<file path="src/rtl/tdc_pattern_gen.sv">
// Thermometer pattern generator for TDC delay-line calibration: drives a single
// 0->1 edge at a chosen tap, either once or swept over a range of positions.
module tdc_pattern_gen #(
    parameter  int NUM_DSP_PER_LINE = 16,
    localparam int LINE_W           = NUM_DSP_PER_LINE * 48
) (
    input  logic              i_clk,
    input  logic              i_rst_n,
    input  logic              i_start,
    input  logic              i_mode,
    input  logic              i_abort,
    input  logic [15:0]       i_pos_start,
    input  logic [15:0]       i_pos_end,
    input  logic [7:0]        i_hold,
    output logic [LINE_W-1:0] o_dout,
    output logic              o_valid,
    output logic [15:0]       o_pos,
    output logic              o_busy,
    output logic              o_done,
    output logic              o_err
);

    localparam logic [15:0] POS_MIN = 16'd2;
    localparam logic [15:0] POS_MAX = 16'(LINE_W - 2);

    typedef enum logic [2:0] {
        S_IDLE  = 3'd0,
        S_LOAD  = 3'd1,
        S_DRIVE = 3'd2,
        S_HOLD  = 3'd3,
        S_DONE  = 3'd4
    } state_t;

    state_t r_state;
    state_t w_state_next;

    logic              r_mode;
    logic [15:0]       r_pos_cur;
    logic [15:0]       r_pos_end;
    logic [7:0]        r_hold;
    logic [7:0]        r_hold_cnt;

    logic [LINE_W-1:0] r_dout;
    logic [15:0]       r_pos;
    logic              r_valid;
    logic              r_busy;
    logic              r_done;
    logic              r_err;

    logic              w_start_ok;
    logic [15:0]       w_pos_inc;
    state_t            w_step_next;
    logic [LINE_W-1:0] w_therm;

    logic [LINE_W-1:0] w_dout_next;
    logic [15:0]       w_pos_next;
    logic              w_valid_next;
    logic              w_busy_next;
    logic              w_done_next;
    logic              w_err_next;

    // Sweep end only matters in sweep mode; single mode ignores i_pos_end entirely.
    assign w_start_ok = (i_pos_start >= POS_MIN) && (i_pos_start <= POS_MAX) &&
                        (!i_mode || ((i_pos_start <= i_pos_end) && (i_pos_end <= POS_MAX)));

    assign w_pos_inc   = r_pos_cur + 16'd1;
    assign w_step_next = (r_mode && (w_pos_inc <= r_pos_end)) ? S_DRIVE : S_DONE;

    genvar gi;
    generate
        for (gi = 0; gi < LINE_W; gi++) begin : g_therm
            assign w_therm[gi] = (16'(gi) >= r_pos_cur);
        end
    endgenerate

    // State and run-context registers
    always_ff @(posedge i_clk or negedge i_rst_n) begin
        if (!i_rst_n) begin
            r_state    <= S_IDLE;
            r_mode     <= 1'b0;
            r_pos_cur  <= 16'd0;
            r_pos_end  <= 16'd0;
            r_hold     <= 8'd0;
            r_hold_cnt <= 8'd0;
        end else begin
            r_state <= w_state_next;
            if (i_abort) begin
                r_hold_cnt <= 8'd0;
            end else begin
                case (r_state)
                    S_IDLE: begin
                        if (i_start && w_start_ok) begin
                            r_mode    <= i_mode;
                            r_pos_cur <= i_pos_start;
                            r_pos_end <= i_pos_end;
                            r_hold    <= i_hold;
                        end
                    end
                    S_DRIVE: begin
                        if (r_hold == 8'd0) begin
                            r_pos_cur <= w_pos_inc;
                        end else begin
                            r_hold_cnt <= r_hold;
                        end
                    end
                    S_HOLD: begin
                        if (r_hold_cnt <= 8'd1) begin
                            r_pos_cur  <= w_pos_inc;
                            r_hold_cnt <= 8'd0;
                        end else begin
                            r_hold_cnt <= r_hold_cnt - 8'd1;
                        end
                    end
                    default: ;
                endcase
            end
        end
    end

    // Next-state logic
    always_comb begin
        w_state_next = r_state;
        if (i_abort) begin
            w_state_next = S_IDLE;
        end else begin
            case (r_state)
                S_IDLE: begin
                    if (i_start && w_start_ok) begin
                        w_state_next = S_LOAD;
                    end
                end
                S_LOAD:  w_state_next = S_DRIVE;
                S_DRIVE: w_state_next = (r_hold == 8'd0) ? w_step_next : S_HOLD;
                S_HOLD:  w_state_next = (r_hold_cnt <= 8'd1) ? w_step_next : S_HOLD;
                S_DONE:  w_state_next = S_IDLE;
                default: w_state_next = S_IDLE;
            endcase
        end
    end

    // Output decode; results are registered so the pattern lands one edge after DRIVE.
    always_comb begin
        w_dout_next  = r_dout;
        w_pos_next   = r_pos;
        w_valid_next = 1'b0;
        w_busy_next  = r_busy;
        w_done_next  = 1'b0;
        w_err_next   = 1'b0;
        if (i_abort) begin
            w_dout_next = '0;
            w_pos_next  = 16'd0;
            w_busy_next = 1'b0;
        end else begin
            case (r_state)
                S_IDLE: begin
                    w_dout_next = '0;
                    w_pos_next  = 16'd0;
                    w_busy_next = i_start && w_start_ok;
                    w_err_next  = i_start && !w_start_ok;
                end
                S_LOAD: begin
                    w_busy_next = 1'b1;
                end
                S_DRIVE: begin
                    w_dout_next  = w_therm;
                    w_pos_next   = r_pos_cur;
                    w_valid_next = 1'b1;
                    w_busy_next  = 1'b1;
                end
                S_HOLD: begin
                    w_busy_next = 1'b1;
                end
                S_DONE: begin
                    w_dout_next = '0;
                    w_pos_next  = 16'd0;
                    w_busy_next = 1'b0;
                    w_done_next = 1'b1;
                end
                default: begin
                    w_dout_next = '0;
                    w_pos_next  = 16'd0;
                    w_busy_next = 1'b0;
                end
            endcase
        end
    end

    always_ff @(posedge i_clk or negedge i_rst_n) begin
        if (!i_rst_n) begin
            r_dout  <= '0;
            r_pos   <= 16'd0;
            r_valid <= 1'b0;
            r_busy  <= 1'b0;
            r_done  <= 1'b0;
            r_err   <= 1'b0;
        end else begin
            r_dout  <= w_dout_next;
            r_pos   <= w_pos_next;
            r_valid <= w_valid_next;
            r_busy  <= w_busy_next;
            r_done  <= w_done_next;
            r_err   <= w_err_next;
        end
    end

    assign o_dout  = r_dout;
    assign o_pos   = r_pos;
    assign o_valid = r_valid;
    assign o_busy  = r_busy;
    assign o_done  = r_done;
    assign o_err   = r_err;

endmodule

</file>
<file path="config.mk">
export PLATFORM = sky130hd
export DESIGN_NAME = tdc_pattern_gen
export DESIGN_NICKNAME = d
export VERILOG_FILES = /design/src/rtl/tdc_pattern_gen.sv
export SDC_FILE = /design/constraint.sdc
export NUM_CORES = 2
export LEC_CHECK = 0
export ABC_AREA = 1
export BUFFER_PORTS_ARGS = -buffer_cell sky130_fd_sc_hd__buf_2
export CORE_AREA = 2 2 323 325
export CTS_BUF_LIST = sky130_fd_sc_hd__clkbuf_2 sky130_fd_sc_hd__clkbuf_4 sky130_fd_sc_hd__clkbuf_8
export DETAILED_ROUTE_END_ITERATION = 8
export DIE_AREA = 0 0 325 327
export SYNTH_ARGS = -nofsm -noshare
export SYNTH_HDL_FRONTEND = slang
export SYNTH_SLANG_ARGS = --single-unit
</file>
<file path="constraint.sdc">
create_clock -name i_clk -period 2.9 [get_ports i_clk]
set_clock_uncertainty 0.05 [all_clocks]
set_input_delay 0.725 -clock i_clk [delete_from_list [all_inputs] [get_ports i_clk]]
set_output_delay 0.725 -clock i_clk [all_outputs]
set_load 0.01 [all_outputs]
</file>
Word level (Yosys, flattened, before mapping). Cells that the tools add are included.

Register bits: 840. Word-level logic and storage cells: 843. Output and inout port bits: 788.

Order comparisons: 774. Bitwise operators: 1. Multiplexer cells: 26. $add $sub $neg: 2. Equality and inequality tests: 10. Reduce and logical (&&, ||, !) cells: 18.

Operators with widths (count): 10-bit by 16-bit greater-or-equal comparator with 1-bit output (first input constant) (256); 9-bit by 16-bit greater-or-equal comparator with 1-bit output (first input constant) (256); 8-bit by 16-bit greater-or-equal comparator with 1-bit output (first input constant) (128); 768-bit one-hot mux with 2 select lines (1); 7-bit by 16-bit greater-or-equal comparator with 1-bit output (first input constant) (64); 768-bit 2-to-1 mux (1); 6-bit by 16-bit greater-or-equal comparator with 1-bit output (first input constant) (32); 5-bit by 16-bit greater-or-equal comparator with 1-bit output (first input constant) (16); 4-bit by 16-bit greater-or-equal comparator with 1-bit output (first input constant) (8); 3-bit by 16-bit greater-or-equal comparator with 1-bit output (first input constant) (4); 16-bit 2-to-1 mux (4); 16-bit one-hot mux with 3 select lines (1); 1-bit by 16-bit greater-or-equal comparator with 1-bit output (first input constant) (2); 2-bit by 16-bit greater-or-equal comparator with 1-bit output (first input constant) (2); 16-bit by 10-bit less-or-equal comparator with 1-bit output (second input constant) (2); 16-bit less-or-equal comparator (2); 16-bit one-hot mux with 2 select lines (1); 8-bit 2-to-1 mux (3); 16-bit by 1-bit adder with 16-bit output (second input constant) (1); 16-bit by 2-bit greater-or-equal comparator with 1-bit output (second input constant) (1); 8-bit one-hot mux with 2 select lines (1); 3-bit 2-to-1 mux (5); 3-bit one-hot mux with 4 select lines (1); 8-bit by 1-bit less-or-equal comparator with 1-bit output (second input constant) (1); 21 further kinds (38).

Depth between registers and ports, before layout.
Depth in word-level cells: 8. Depth in mapped cells: 21. Mapped depth without buffers: 20.

Least setup slack after synthesis. No wires, ideal clock.

Kind: register to register. Start point: register r_pos_cur[3]. End point: register r_state[1]. Stages on the path, launching flop included: 22. Buffers on the path: 1. Setup slack: 0.304 ns. Data required time: 2.718 ns. Setup time: 0.132 ns. Clock period less this slack: 2.596 ns. Arrival time: 2.414 ns. Cell sequence: dfrtp_1 -> buf_2 -> nand2_1 -> inv_1 -> nand2_1 -> nor2_1 -> nand2_1 -> nor2_1 -> nand2_1 -> xor2_1 -> ha_1 -> nand2_1 -> inv_1 -> nand3_1 -> nor3_1 -> nand2_1 -> nand2_1 -> nand2_1 -> nand2_1 -> nand2_1 -> nand2_1 -> a21oi_1.

Cells in the longest elaborated chain, start to end: 7. Elaborated cells between the ends (all ways): 8. Classes of those cells: add/sub (1); order compare (1); mux (5); reduce/logical (1).

RTL lines: start, declared (line 38) `logic [15:0] r_pos_cur;`; start signal, assigned (line 94) `r_pos_cur <= i_pos_start;`; start signal, assigned (line 101) `r_pos_cur <= w_pos_inc;`; start signal, assigned (line 108) `r_pos_cur <= w_pos_inc;`; 16-bit by 1-bit adder with 16-bit output (*) (line 66) `assign w_pos_inc = r_pos_cur + 16'd1;`; 16-bit less-or-equal comparator (*) (line 67) `assign w_step_next = (r_mode && (w_pos_inc <= r_pos_end)) ? S_DRIVE : S_DONE;`; 1-bit logical AND (*) (line 67); 3-bit 2-to-1 mux (*) (line 67); 3-bit 2-to-1 mux, on equally long branches (line 134, 133); 3-bit one-hot mux with 4 select lines (*) (line 126) `case (r_state)`; 3-bit 2-to-1 mux (*) (line 123) `if (i_abort) begin`; end signal, assigned (line 86) `r_state <= w_state_next;`; end, declared (line 34) `state_t r_state;`.

Every way passes the cells marked *; elsewhere a longest branch is shown, timed or not. A chain may end at the register's enable or synchronous reset.

Worst setup path in the final report.
Start point: register r_pos_cur[5]. End point: register r_dout[94] (netlist: o_dout[94]).

Cells in the longest elaborated chain, start to end: 3.

RTL lines: 7-bit by 16-bit greater-or-equal comparator with 1-bit output (line 72) `assign w_therm[gi] = (16'(gi) >= r_pos_cur);`; 768-bit one-hot mux with 2 select lines (line 154) `case (r_state)`; 768-bit 2-to-1 mux (line 149) `if (i_abort) begin`; end signal, assigned (line 197) `r_dout <= w_dout_next;`; end, declared (line 43) `logic [LINE_W-1:0] r_dout;`.

No other way between the ends.

==> metrics.md <==
| Metric | Value |
|---|---|
| R2r startpoint | `r_pos_cur[5]$_DFFE_PN0P_` |
| Syn Nets | `3889` |
| Startpoint Class | `flip-flop` |
| Slew HR | `16.9%` |
| Total GRT Usage | `35.1%` |
| DR iter-0 viols | `3551` |
| CP required | `3.54 ns` |
| Total CTS buffers | `150` |
| Crit-path max cell delay | `0.41 ns` |
| Clk sinks | `840` |
| Die Wd | `325 um` |
| Core area | `103000 um2` |
| Synth Cell Area | `35600 um2` |
| Routed wire per std cell | `30.4 um` |
| Largest net degree at the start of global routing | `132` |
| Setup_tns | `0 ns` |
| Synth warn | `0` |
| Share of layout cells above drive strength 1 | `29.9%` |
| Site Rows | `118` |
| R2r worst-path depth | `10` |
| TritonCTS clock tree | `yes` |
| # fillers | `10300` |
| Number of global-route vias before repair | `34200` |
| Area delta synth->final | `30.9%` |
| Fin. max-slew vios | `0` |
| Grt ovf | `0` |
| H-tree depth | `4` |
| Worst-case vdd ir drop | `0.000467 V` |
| Root buf cell | `clkbuf_8` |
| Worst Min Path Start | `i_hold[2]` |
| Crit-path max FO | `11` |
| Post-Synthesis Cells | `3806` |
| DR DRC count | `0` |
| First-pass GRT wire length | `266 mm` |
| Reg2reg setup slack | `0.06 ns` |
| Setup-failing EPs final | `0` |
| Flop pwr share | `32.4%` |
| Clock Path Buffers | `3` |
| Cells along the critical path | `buf_4 > buf_4 > nor2_2 > inv_2 > nor2_2 > nor2_2 > clkinv_1 > buf_4 > nor2_1 > o21ai_0` |
| Placed insts | `6039` |
| Tightest Pin Transition | `1.23 ns` |
| Vias post-DR | `35300` |
| HP Class | `input pin to flip-flop` |
| Worst Hold End | `r_hold[2]$_DFFE_PN0P_` |
| Net Sw Power | `0.0160 W` |
| WP data arrival | `3.48 ns` |
| Nets | `4896` |
| Post-synth cell types | `41` |
| Hold path depth | `3` |
| Gate power share | `36.6%` |
| First-pass DRT Iterations | `7` |
| Full die area | `106000 um2` |
| LEAKAGE | `24.1 nW` |
| Routability cong. | `0.934` |
| PortBufs | `832` |
| Register area share after synthesis | `59.1%` |
| Worst path slowest cell | `nor2_1` |
| Min cycle time layout | `2.84 ns` |
| Post-DRT Antenna Nets | `0` |
| Initial antenna violation count | `9` |
| Post-Route WL | `192 mm` |
| Via density | `5.61` |
| Starting Density | `34.6%` |
| Pint | `0.0217 W` |
| Crit Reg-Reg Endpoint | `o_dout[94]$_DFFE_PN0P_` |
| Cell Pwr Density | `811 nW/um2` |
| Final std cells w/o fill | `6297` |
| Max-cap violations | `0` |
| Hold Fails Final Rpt | `0` |
| Crit Path Class | `flip-flop to flip-flop` |
| RSZ-0062 raised after global routing | `true` |
| IO Count | `833` |
| Sw frac | `42.4%` |
| Fmax | `352 MHz` |
| Chip Height | `327 um` |
| Worst skew pair latency | `0.85 ns` |
| Post-Syn Area per Cell | `9.35 um2` |
| Synthesized flop and latch total | `840` |
| Reg clk slew, reported paths | `0.06 ns` |
| Worst Setup End Kind | `flip-flop` |
| Crit share post-route | `98.0%` |
| Status | `complete, no violations` |
| Clock power frac | `31.0%` |
| Post-detail-place hpwl | `140 mm` |
-- worst max-delay path by stage --
stage / start / endpoint / depth (start not counted)
2_1_floorplan: r_pos_cur[3]$_DFFE_PN0P_ / r_state[1]$_DFFE_PN0P_ / 21
3_3_place_gp: r_pos_cur[6]$_DFFE_PN0P_ / o_dout[114]$_DFFE_PN0P_ / 6
3_5_place_dp: r_pos_cur[6]$_DFFE_PN0P_ / o_dout[114]$_DFFE_PN0P_ / 6
4_1_cts: r_pos_cur[6]$_DFFE_PN0P_ / r_state[2]$_DFFE_PN0P_ / 16
5_1_grt: r_pos_cur[1]$_DFFE_PN0P_ / r_state[1]$_DFFE_PN0P_ / 18
6_report: r_pos_cur[5]$_DFFE_PN0P_ / o_dout[94]$_DFFE_PN0P_ / 10
-- cell usage in the layout, fill, tap and decap left out, types with 3 or more instances in the layout --
cell type,count
nand2_1,789
o22ai_1,3
buf_4,269
nand2_2,5
inv_8,6
nor2_2,20
clkbuf_8,178
buf_2,831
xor2_1,12
nand4_1,7
clkinvlp_4,8
nor4_1,5
ha_1,36
a21o_1,3
nor2_1,130
o311ai_0,16
a21oi_1,339
clkinv_1,8
diode_2,3
a32o_1,106
o21ai_0,695
nand3_1,80
clkinv_2,10
clkbuf_4,50
dfrtp_1,839
o21ai_1,21
inv_2,11
a22o_1,18
inv_1,175
buf_12,50
o211ai_1,101
nor3_1,17
o31ai_1,34
nor2_4,11
-- cells by family (layout without fill, tap and decap cells) --
kind of cell	Yosys count	in the layout	synth area share [%]
adder cells (fa/ha/maj)	38	38	1.34
other	0	3	0
XOR/XNOR	14	14	0.345
flip-flops	840	840	59.1
AO/OA/AOI/OAI	1346	1346	21.8
AND/OR/NAND/NOR	1070	1070	12.0
buffers and inverters	498	1606	5.41
-- area by class of cell --
cell class,count,area [um2],share of cell area (%)
diodes,3,7.51,0.0161
multi-input cells,2468,12700,27.4
clock buffers,228,2830,6.07
clock inverters,25,246,0.529
repair buffers,1152,7200,15.5
well taps,1380,1730,3.71
inverters,201,782,1.68
flip-flops and latches,840,21000,45.2
-- cells in the mapped netlist --
master	instances	share of area [%]
dfrtp_1	840	59
nand2_1	793	8.4
o21ai_0	705	9.9
a21oi_1	339	4.8
clkbuf_1	239	2.5
inv_1	178	1.9
nor2_1	143	1.5
a32o_1	106	3.0
o211ai_1	101	2.1
nand3_1	80	1.1
ha_1	38	1.3
o31ai_1	34	0.72
buf_2	28	0.39
buf_1	24	0.25
a22o_1	18	0.44
nor3_1	18	0.25
o311ai_0	16	0.39
nor2_2	14	0.25
inv_2	13	0.14
xor2_1	13	0.32
o21ai_1	12	0.17
clkinv_1	10	0.11
nand4_1	7	0.12
nor4_1	6	0.11
buf_4	5	0.11
nor2_4	4	0.13
a21o_1	3	0.063
o22ai_1	3	0.053
a22oi_1	2	0.042
a31oi_1	2	0.035
nand2_2	2	0.035
a211oi_2	1	0.035
a21boi_0	1	0.021
a21oi_2	1	0.025
and2_1	1	0.018
clkbuf_2	1	0.014
nor3_4	1	0.046
o21bai_1	1	0.021
o41ai_1	1	0.025
or2_2	1	0.018
xnor2_1	1	0.025
-- sequential cells by signal (all words and copies together) (netlist names) --
| name | flops |
|---|---|
| o_busy | 1 |
| o_err | 1 |
| o_done | 1 |
| r_hold | 8 |
| o_pos | 16 |
| r_pos_cur | 16 |
| o_dout | 768 |
| r_pos_end | 16 |
| r_hold_cnt | 8 |
| o_valid | 1 |
| r_mode | 1 |
| r_state | 3 |
-- per-stage QoR --
step	hold WS [ns]	utilization (%)	setup slack (ns)	power [W]	area (um2)
6_report	0.0677	45.2	0.0581	0.0378	46600
5_1_grt	0.0190	45.2	-0.0738	0.0389	46500
4_1_cts	0.00246	45.2	0.00402	0.0376	46500
3_5_place_dp	0.410	42.2	-0.226	0.0259	43400
3_3_place_gp	0.406	42.2	-0.263	0.0259	43400
2_1_floorplan	0.379	-	0.304	0.0174	35600
-- per-layer routing --
metal  up-vias  part of all wire, %  global-route usage, %
li1      15100                    -                      -
met1     17900                   38                   42.9
met2      1913                   46                   55.1
met3       424                  9.8                   11.3
met4         4                  6.3                   19.3
met5         -                0.013                      0
-- what timing repair did --
action / 4_1_cts / 5_1_grt
cloned: 0 / 0
buffers inserted: 0 / 1
hold endpoints to repair: 30 / 0
hold buffers: 1 / 0
resized for setup: 5 / 22
pin swaps: 0 / 6
setup endpoints to repair: 23 / 27
-- critical path: cells and delay by family (launching register included) --
kind / cells / cell delay [ns]
flops: 1 / 0.34
buf+inv: 5 / 1.35
simple gates: 4 / 0.78
compound gates: 1 / 0.16
-- power groups by stage --
stage,Combinational (W),Clock (W),Sequential (W)
3_5_place_dp,0.0134,0,0.0124
5_1_grt,0.0142,0.0124,0.0123
3_3_place_gp,0.0134,0,0.0124
6_report,0.0138,0.0117,0.0122
4_1_cts,0.0135,0.0118,0.0122
2_1_floorplan,0.00488,0,0.0125
Note: power is estimated with default switching activity, not from simulation.
